[src/rtl/if_id_stage_register.sv]
// IF/ID pipeline register with stall hold, flush-to-bubble, Rs/Rt feedback for the
// hazard detector, saturating stall/flush performance counters and a sticky hold watchdog.
module if_id_stage_register #(
    parameter int DATA_WIDTH = 32,
    parameter int CNT_WIDTH  = 16,
    parameter int MAX_HOLD   = 8
) (
    input  logic                  Clk,
    input  logic                  Rst,
    input  logic                  IF_ID_Write,
    input  logic                  IF_Flush,
    input  logic                  IF_Valid,
    input  logic [DATA_WIDTH-1:0] IF_PCPlus4,
    input  logic [DATA_WIDTH-1:0] IF_Instruction,
    output logic [DATA_WIDTH-1:0] ID_PCPlus4,
    output logic [DATA_WIDTH-1:0] ID_Instruction,
    output logic                  ID_Valid,
    output logic [4:0]            IF_ID_RegisterRs,
    output logic [4:0]            IF_ID_RegisterRt,
    output logic [CNT_WIDTH-1:0]  StallCount,
    output logic [CNT_WIDTH-1:0]  FlushCount,
    output logic                  HoldTimeout
);

    typedef enum logic [1:0] {
        S_EMPTY,
        S_FULL,
        S_STALLED
    } state_t;

    localparam logic [CNT_WIDTH-1:0] LP_CNT_MAX  = '1;
    localparam logic [7:0]           LP_RUN_MAX  = 8'hFF;
    localparam logic [8:0]           LP_MAX_HOLD = 9'(MAX_HOLD);

    state_t                r_state;
    logic [DATA_WIDTH-1:0] r_pc_plus4;
    logic [DATA_WIDTH-1:0] r_instruction;
    logic [CNT_WIDTH-1:0]  r_stall_count;
    logic [CNT_WIDTH-1:0]  r_flush_count;
    logic [7:0]            r_hold_run;
    logic                  r_hold_timeout;

    logic                  w_id_valid;
    logic                  w_real_kill;
    logic [8:0]            w_hold_run_inc;

    // Valid is simply "not EMPTY", so the state register is the single source of truth.
    assign w_id_valid     = (r_state != S_EMPTY);
    assign w_real_kill    = w_id_valid || IF_Valid;
    assign w_hold_run_inc = {1'b0, r_hold_run} + 9'd1;

    always_ff @(posedge Clk) begin
        // NOTE: sequential state uses non-blocking assignments so every register samples
        // pre-edge values, regardless of statement order within this block.
        if (Rst) begin
            r_state        <= S_EMPTY;
            r_pc_plus4     <= '0;
            r_instruction  <= '0;
            r_stall_count  <= '0;
            r_flush_count  <= '0;
            r_hold_run     <= '0;
            r_hold_timeout <= 1'b0;
        end else if (IF_Flush) begin
            r_state       <= S_EMPTY;
            r_pc_plus4    <= '0;
            r_instruction <= '0;
            r_hold_run    <= '0;
            if (w_real_kill && (r_flush_count != LP_CNT_MAX))
                r_flush_count <= r_flush_count + 1'b1;
        end else if (!IF_ID_Write) begin
            // Only a held real instruction counts as a stall; holding a bubble is free.
            if (w_id_valid) begin
                r_state <= S_STALLED;
                if (r_stall_count != LP_CNT_MAX)
                    r_stall_count <= r_stall_count + 1'b1;
                if (r_hold_run != LP_RUN_MAX)
                    r_hold_run <= w_hold_run_inc[7:0];
                if (w_hold_run_inc == LP_MAX_HOLD)
                    r_hold_timeout <= 1'b1;
            end
        end else begin
            r_hold_run <= '0;
            if (IF_Valid) begin
                r_state       <= S_FULL;
                r_pc_plus4    <= IF_PCPlus4;
                r_instruction <= IF_Instruction;
            end else begin
                r_state       <= S_EMPTY;
                r_pc_plus4    <= '0;
                r_instruction <= '0;
            end
        end
    end

    assign ID_PCPlus4       = r_pc_plus4;
    assign ID_Instruction   = r_instruction;
    assign ID_Valid         = w_id_valid;
    assign IF_ID_RegisterRs = r_instruction[25:21];
    assign IF_ID_RegisterRt = r_instruction[20:16];
    assign StallCount       = r_stall_count;
    assign FlushCount       = r_flush_count;
    assign HoldTimeout      = r_hold_timeout;

endmodule

[config.mk]
export PLATFORM = sky130hd
export DESIGN_NAME = if_id_stage_register
export DESIGN_NICKNAME = d
export VERILOG_FILES = /design/src/rtl/if_id_stage_register.sv
export SDC_FILE = /design/constraint.sdc
export NUM_CORES = 1
export LEC_CHECK = 0
export CORE_ASPECT_RATIO = 1.4
export CORE_MARGIN = 1.5
export CORE_UTILIZATION = 30
export CTS_BUF_LIST = sky130_fd_sc_hd__clkbuf_4 sky130_fd_sc_hd__clkbuf_8 sky130_fd_sc_hd__clkbuf_16
export DETAILED_ROUTE_END_ITERATION = 12
export PLACE_DENSITY = 0.65
export SYNTH_ARGS = -nofsm -noshare
export SYNTH_HDL_FRONTEND = slang
export SYNTH_SLANG_ARGS = --single-unit
[constraint.sdc]
create_clock -name Clk -period 3.83 [get_ports Clk]
set_clock_uncertainty 0.2 [all_clocks]
set_input_delay 0.383 -clock Clk [delete_from_list [all_inputs] [get_ports Clk]]
set_output_delay 0.383 -clock Clk [all_outputs]
set_load 0.005 [all_outputs]
# After elaboration in Yosys (flattened, before gate mapping)
# Index checks and enable logic that the tools add are counted.
# word_totals
input_bits	69
reg_bits	107
word_cells	31
# classes
mux	5
n_addsub	3
bitwise	2
reduce_logical	10
n_eq_ne	4
# op_table
op	n
$mux 32	2
$add 16x1->16 const B	2
$ne 16x16->1 const B	2
$add 8x1->9 const B	1
$eq 9x4->1 const B	1
$ne 8x8->1 const B	1
$reduce_and 4->1	2
$mux 2	2
$reduce_and 2->1	2
$reduce_bool 2->1	2
$reduce_or 3->1	1
$not 1->1	2
$reduce_or 2->1	1
$logic_and 1x1->1	1
$logic_or 1x1->1	1
$mux 1	1

# Longest topological paths before layout
# Gate-level depths: netlist of the first run.
# depth
word_depth	4
ltp_mapped	6

# Worst setup path before layout of the first run
# Ideal clock, no wire load.
# synth_path
path_kind	register to register
start	reg r_flush_count[12], in the netlist FlushCount[12]
end	reg r_flush_count[9], in the netlist FlushCount[9]
path_stages_with_launch	5
arrival_ns	1.673
setup_slack_ns	1.836
synth_period_minus_slack_ns	1.994
setup_time_ns	0.121
cell_sequence	dfxtp_1 > nand4_1 > nor4_2 > nand3b_1 > mux2_2
# synth_between
elab_chain_len	3
# synth_rtl
item	line	rtl
start: declaration	39	logic [CNT_WIDTH-1:0] r_flush_count;
start signal: assignment	69	r_flush_count <= r_flush_count + 1'b1;
$ne 16x16->1	68	if (w_real_kill && (r_flush_count != LP_CNT_MAX))
$logic_and 1x1->1	68	
$reduce_and 2->1 (no source line)	-	
# Every way passes these cells.
# A chain may end at the register's enable or synchronous reset.

# Worst setup path in the final report of the first run
# layout_path
start	reg r_state[1]
end	out ID_Valid
# layout_between
elab_chain_len	1
# layout_rtl
item	line	rtl
start: declaration	35	state_t r_state;
start signal: assignment	56	r_state <= S_EMPTY;
start signal: assignment	64	r_state <= S_EMPTY;
start signal: assignment	73	r_state <= S_STALLED;
$reduce_bool 2->1	48	assign w_id_valid = (r_state != S_EMPTY);
end: declaration	17	output logic ID_Valid,
# Every way passes these cells.

==> flow_summary.ini, run 1 <==
[finish]
fin_nets = 648
final_common_cell = clkdlybuf4s50_1
fin_cells = 766
final_cell_mix = 176 x clkdlybuf4s50_1, 107 x dfxtp_1, 64 x a22o_1
final_area_um2 = 6390
synthToLayoutAreaGrowth_pct = 51.8
antenna_cells = 0
drive_gt1_share_pct = 6.88

[worst_hold_path]
hold_depth = 2
min_from = HoldTimeout
worst_hold_path_type = register to register
holdPathEnd = HoldTimeout

[die]
rows = 51
die_x_um = 103
io_pins = 177
start_util_pct = 30.5
die_y_um = 143
dieArea_um2 = 14800
design.core.area_um2 = 13800

[yosys]
avgSynthCellArea_um2 = 10.1
synthAdderAreaFrac_pct = 0.892
synth_top_family_by_area = compound AO/OA/AOI/OAI gates
synthCells = 415
synth_compound_area_share_pct = 24.0
ys_ff_latch = 107
synth-simple-area-share_pct = 16.8
yosysWarnings = 0
muxShareOfSynthArea_pct = 2.02
synth_nets = 487
synth_seq_area_share_pct = 50.9
synth_area_um2 = 4210
synth-async-reset-ratio_pct = 0
synth_edf_count = 0
synth-main-ff-cell = dfxtp_1
synth-xor-area-share_pct = 0.832
synth_cell_types = 45

[detailed_routing]
drtAntennaViolNets = 0
wire_per_inst_um = 14.5
firstDrtPassIters = 5
drt_iter0_drc = 82
route.detailed.drc = 0
num_vias = 3905
viasPerCell = 5.10
wl_um = 11100

[critical_path]
cp-end-kind = primary output
r2r-start = FlushCount[1]
reg2reg_to = FlushCount[9]
startpoint = r_state[1]
critical_path_required_ns = 3.25
critPathMaxFanout = 11
reg2reg_setup_slack_ns = 1.53
arrival_ns = 1.82
critPathKind = register to primary output
reg2regPathDepth = 5
cp-start-kind = register

[global_route]
grtUsageTotal_pct = 15.1
grt_max_degree = 66
grt_first_pass_wirelength_um = 17900
antenna_found_initial = 0
grt-ovfl-total = 0
grt_pass1_vias = 3880

[status]
status = complete, no violations

[placed_design]
placedCellCount = 750
gp_congestion = 0.826
placed_area_um2 = 6100
hpwl_um = 8000
dp_slack_ns = 1.16
io_buffers = 176

[sta]
finalHoldViolations = 0
rsz0062_at_grt = no
tightest_slew_ns = 0.794
maxSlewHeadroom_pct = 46.6
min_period_over_period_pct = 62.7
finalWorstSetupSlack_ns = 1.43
setup-tns-final_ns = 0
period_needed_ns = 2.40
holdWs_ns = 0.278
fmax_ghz = 0.416
setup_viol = 0
maxSlewViolCount = 0

[power]
power_density_nw_per_um2 = 343
p_leak_nw = 2.24
switching_share_pct = 22.4
switching_power_mw = 0.492
peakVddDrop_mv = 0.168
intPower_mw = 1.70
sequentialPowerShare_pct = 51.9
clkPwrFrac_pct = 40.8
pwr-share-comb_pct = 7.3

[cts]
cts_repair_resize_count = 0
cts_tree = yes
cts_hold_buffers = 0
cts_sinks = 107
cts-root-buf = clkbuf_16
htree_levels = 3
cts_setup_buffers = 0
cts_buffers = 9
clk_latency_ns = 0.34
clk_pin_slew_worst_paths_ns = 0.07
clk_path_buf_depth = 2

[job]
maxCapViolations = 0
## cells by family (layout without fill, tap and decap cells)
kind of cell,after synthesis,after routing
compound gates,130,130
fa+ha+maj,3,3
buf+inv,41,207
xor+xnor,4,4
simple gates,122,122
flops,107,107
mux,8,8
## through the flow
step           total power [mW]  util, %
2_1_floorplan              1.21        -
3_3_place_gp               1.32     44.3
3_5_place_dp               1.33     44.3
4_1_cts                    2.23     46.4
5_1_grt                    2.29     46.4
6_report                   2.19     46.4
## how the worst max path moves through the flow
| stage | cells past startpoint | slack, ns | endpoint |
|---|---|---|---|
| finish | 3 | 1.43 | ID_Valid |
| global route | 5 | 1.24 | FlushCount[9] |
| detailed placement | 6 | 1.16 | FlushCount[14] |
| global placement | 6 | 1.22 | FlushCount[12] |
| CTS | 3 | 1.41 | ID_Valid |
| floorplan | 4 | 1.84 | FlushCount[9] |
## metal layers
metal | global-route usage (%) | vias to the layer above | routed length, µm | share of wire (%)
met1 | 17.5 | 1844 | 4560 | 41
met3 | 5.38 | 5 | 913 | 8.2
li1 | - | 1907 | - | -
met2 | 25.5 | 149 | 5520 | 50
met4 | 4.84 | 0 | 99 | 0.89
met5 | 0 | - | 0 | 0
## worst max-delay path, stage by stage, from the launching register on
cell,delay [ns]
dfxtp_1,0.31
nor2_1,0.37
inv_1,0.29
clkdlybuf4s50_1,0.52
## cell type report
| cell class | count | area [µm²] |
|---|---|---|
| fill | 1353 | 7390 |
| sequential | 107 | 2140 |
| multi-input combinational | 267 | 1880 |
| timing repair buffer | 183 | 1810 |
| clock buffer | 10 | 239 |
| tap | 185 | 231 |
| clock inverter | 6 | 48.8 |
| inverter | 8 | 30.0 |
## power groups by stage
| stage | Combinational, mW | Clock (mW) | Sequential [mW] |
|---|---|---|---|
| 2_1_floorplan | 0.0428 | 0 | 1.16 |
| 3_3_place_gp | 0.160 | 0 | 1.16 |
| 3_5_place_dp | 0.162 | 0 | 1.16 |
| 4_1_cts | 0.163 | 0.926 | 1.14 |
| 5_1_grt | 0.173 | 0.974 | 1.14 |
| 6_report | 0.160 | 0.893 | 1.14 |
## cells in the mapped netlist, types with 4 or more instances
library cell	n	area (µm²)
a21oi_1	23	115
nor3_1	10	50.1
nand3_1	14	70.1
dfxtp_1	107	2140
and3_1	8	50.1
buf_4	10	75.1
clkbuf_1	22	82.6
o31ai_1	16	120
nand4_1	8	50.1
or4_1	15	113
nor2_1	22	82.6
nand2_1	17	63.8
mux2i_1	4	40.0
inv_1	8	30.0
nor2b_1	4	25.0
or3_1	4	25.0
and4_1	8	70.1
mux2_2	4	45.0
a22o_1	64	561
a211oi_1	7	52.6
## state kept, by name, indices dropped and copies added, names as in the netlist
name and cells:
HoldTimeout 1, ID_Instruction 32, r_state 2, FlushCount 16
StallCount 16, ID_PCPlus4 32, r_hold_run 8
Power figures use the tool's default switching activity.
==> run 2, diff against run 1 <==
==> constraint.sdc (replaced) <==
create_clock -name Clk -period 2.4 [get_ports Clk]
set_clock_uncertainty 0.2 [all_clocks]
set_input_delay 0.24 -clock Clk [delete_from_list [all_inputs] [get_ports Clk]]
set_output_delay 0.24 -clock Clk [all_outputs]
set_load 0.005 [all_outputs]
==> run 2 against run 1 <==
Combinational power is 64% higher. Worst setup slack got worse by 1.3 ns. Worst hold slack worse by 0.0033 ns. Sequential share of layout area decreased by 0.28 points. Core utilization is 0.39 points higher. Sequential power grew 60%. First-iteration DRC count up 4.9%. Register-to-register slack lost 1.3 ns. Non-clock buffer count grew 4. Via count is 0.44% higher.
==> flow_summary.ini, run 2 (synthesized netlist as in run 1, its figures left out) <==
[status]
status = complete, no violations

[die]
design.core.area_um2 = 13800
io_pins = 177
die_x_um = 103
start_util_pct = 30.5
dieArea_um2 = 14800
die_y_um = 143
rows = 51

[finish]
drive_gt1_share_pct = 7.52
finalCoreUtilization_pct = 46.8
final_cell_mix = 176 x clkdlybuf4s50_1, 107 x dfxtp_1, 64 x a22o_1
antenna_cells = 0
final_area_um2 = 6440
fin_nets = 652
final_common_cell = clkdlybuf4s50_1
synthToLayoutAreaGrowth_pct = 53.1

[cts]
clk_latency_ns = 0.34
cts_tree = yes
htree_levels = 3
cts_buffers = 9
cts-root-buf = clkbuf_16
cts_setup_buffers = 0
cts_sinks = 107
clk_path_buf_depth = 2
clk_pin_slew_worst_paths_ns = 0.07
cts_repair_resize_count = 0
cts_hold_buffers = 0

[sta]
finalHoldViolations = 0
setup_viol = 0
setup-tns-final_ns = 0
tightest_slew_ns = 0.957
rsz0062_at_grt = no
maxSlewHeadroom_pct = 35.7
period_needed_ns = 2.25
fmax_ghz = 0.445
min_period_over_period_pct = 93.7
maxSlewViolCount = 0

[detailed_routing]
num_vias = 3922
drt_iter0_drc = 86
route.detailed.drc = 0
drtAntennaViolNets = 0
wl_um = 11200
wire_per_inst_um = 14.6
firstDrtPassIters = 4
viasPerCell = 5.09

[global_route]
grt_first_pass_wirelength_um = 18100
grt_pass1_vias = 3796
grtUsageTotal_pct = 15.2
antenna_found_initial = 0
grt_max_degree = 66
grt-ovfl-total = 0

[worst_hold_path]
worst_hold_path_type = register to register

[placed_design]
gp_congestion = 0.870
placed_area_um2 = 6160
io_buffers = 176
hpwl_um = 7980

[critical_path]
cp-end-kind = primary output
cp-start-kind = register
arrival_ns = 1.81
critical_path_required_ns = 1.96
critPathKind = register to primary output
critPathMaxFanout = 11

[power]
peakVddDrop_mv = 0.324
p_leak_nw = 2.27
power_density_nw_per_um2 = 543

[job]
maxCapViolations = 0
## run 2: report_power, final
group | leakage [nW] | internal (mW) | total, mW | switching (mW)
clock | 0.145 | 0.746 | 1.42 | 0.674
combinational | 1.26 | 0.173 | 0.262 | 0.0895
sequential | 0.865 | 1.80 | 1.82 | 0.0163
total | 2.27 | 2.72 | 3.50 | 0.780
## run 2: metrics by stage
stage	hold WS, ns	std cells	setup WS [ns]	power (mW)
4_1_cts	0.271	770	0.151	3.56
6_report	0.275	770	0.152	3.50
3_5_place_dp	0.263	754	0.00561	2.12
2_1_floorplan	0.166	415	0.406	1.92
3_3_place_gp	0.260	754	0.00964	2.12
5_1_grt	0.282	770	0.00864	3.65
## run 2: worst max-delay path, stage by stage, from the launching register on
cell             delay (ns)
dfxtp_1                0.31
nor2_1                 0.35
inv_1                  0.29
clkdlybuf4s50_1        0.52
## run 2: worst paths after layout
kind,from,end,slack (ns),depth (start not counted)
worst max-delay path,r_state[1],ID_Valid,0.15,3
worst min-delay path,HoldTimeout,HoldTimeout,0.28,2
worst max register to register,StallCount[0],StallCount[12],0.25,5
worst min register to register,HoldTimeout,HoldTimeout,0.28,2
## run 2: final cells by class
| type | count | area, µm² |
|---|---|---|
| well taps | 185 | 231 |
| multi-input cells | 267 | 1880 |
| flip-flops and latches | 107 | 2140 |
| inverters | 8 | 30.0 |
| clock inverters | 6 | 47.5 |
| clock buffers | 10 | 239 |
| fillers | 1313 | 7340 |
| repair buffers | 187 | 1870 |
## run 2: layer usage
layer / track usage [%] / part of all wire, % / routed length, µm / up-vias
li1: - / - / - / 1921
met1: 18.3 / 43 / 4800 / 1851
met2: 25.5 / 49 / 5480 / 140
met3: 4.80 / 7.1 / 792 / 10
met4: 4.62 / 1.1 / 127 / 0
met5: 0 / 0 / 0 / -
==> run 3, diff against run 2 <==
--- a/config.mk
+++ b/config.mk
@@ -9,6 +9,7 @@
 export CORE_MARGIN = 1.5
 export CORE_UTILIZATION = 30
 export CTS_BUF_LIST = sky130_fd_sc_hd__clkbuf_4 sky130_fd_sc_hd__clkbuf_8 sky130_fd_sc_hd__clkbuf_16
+export CTS_CLUSTER_DIAMETER = 50
 export DETAILED_ROUTE_END_ITERATION = 12
 export PLACE_DENSITY = 0.65
 export SYNTH_ARGS = -nofsm -noshare
==> results of run 3 <==
Final layout, timing and power as in run 2 (identical DEF).
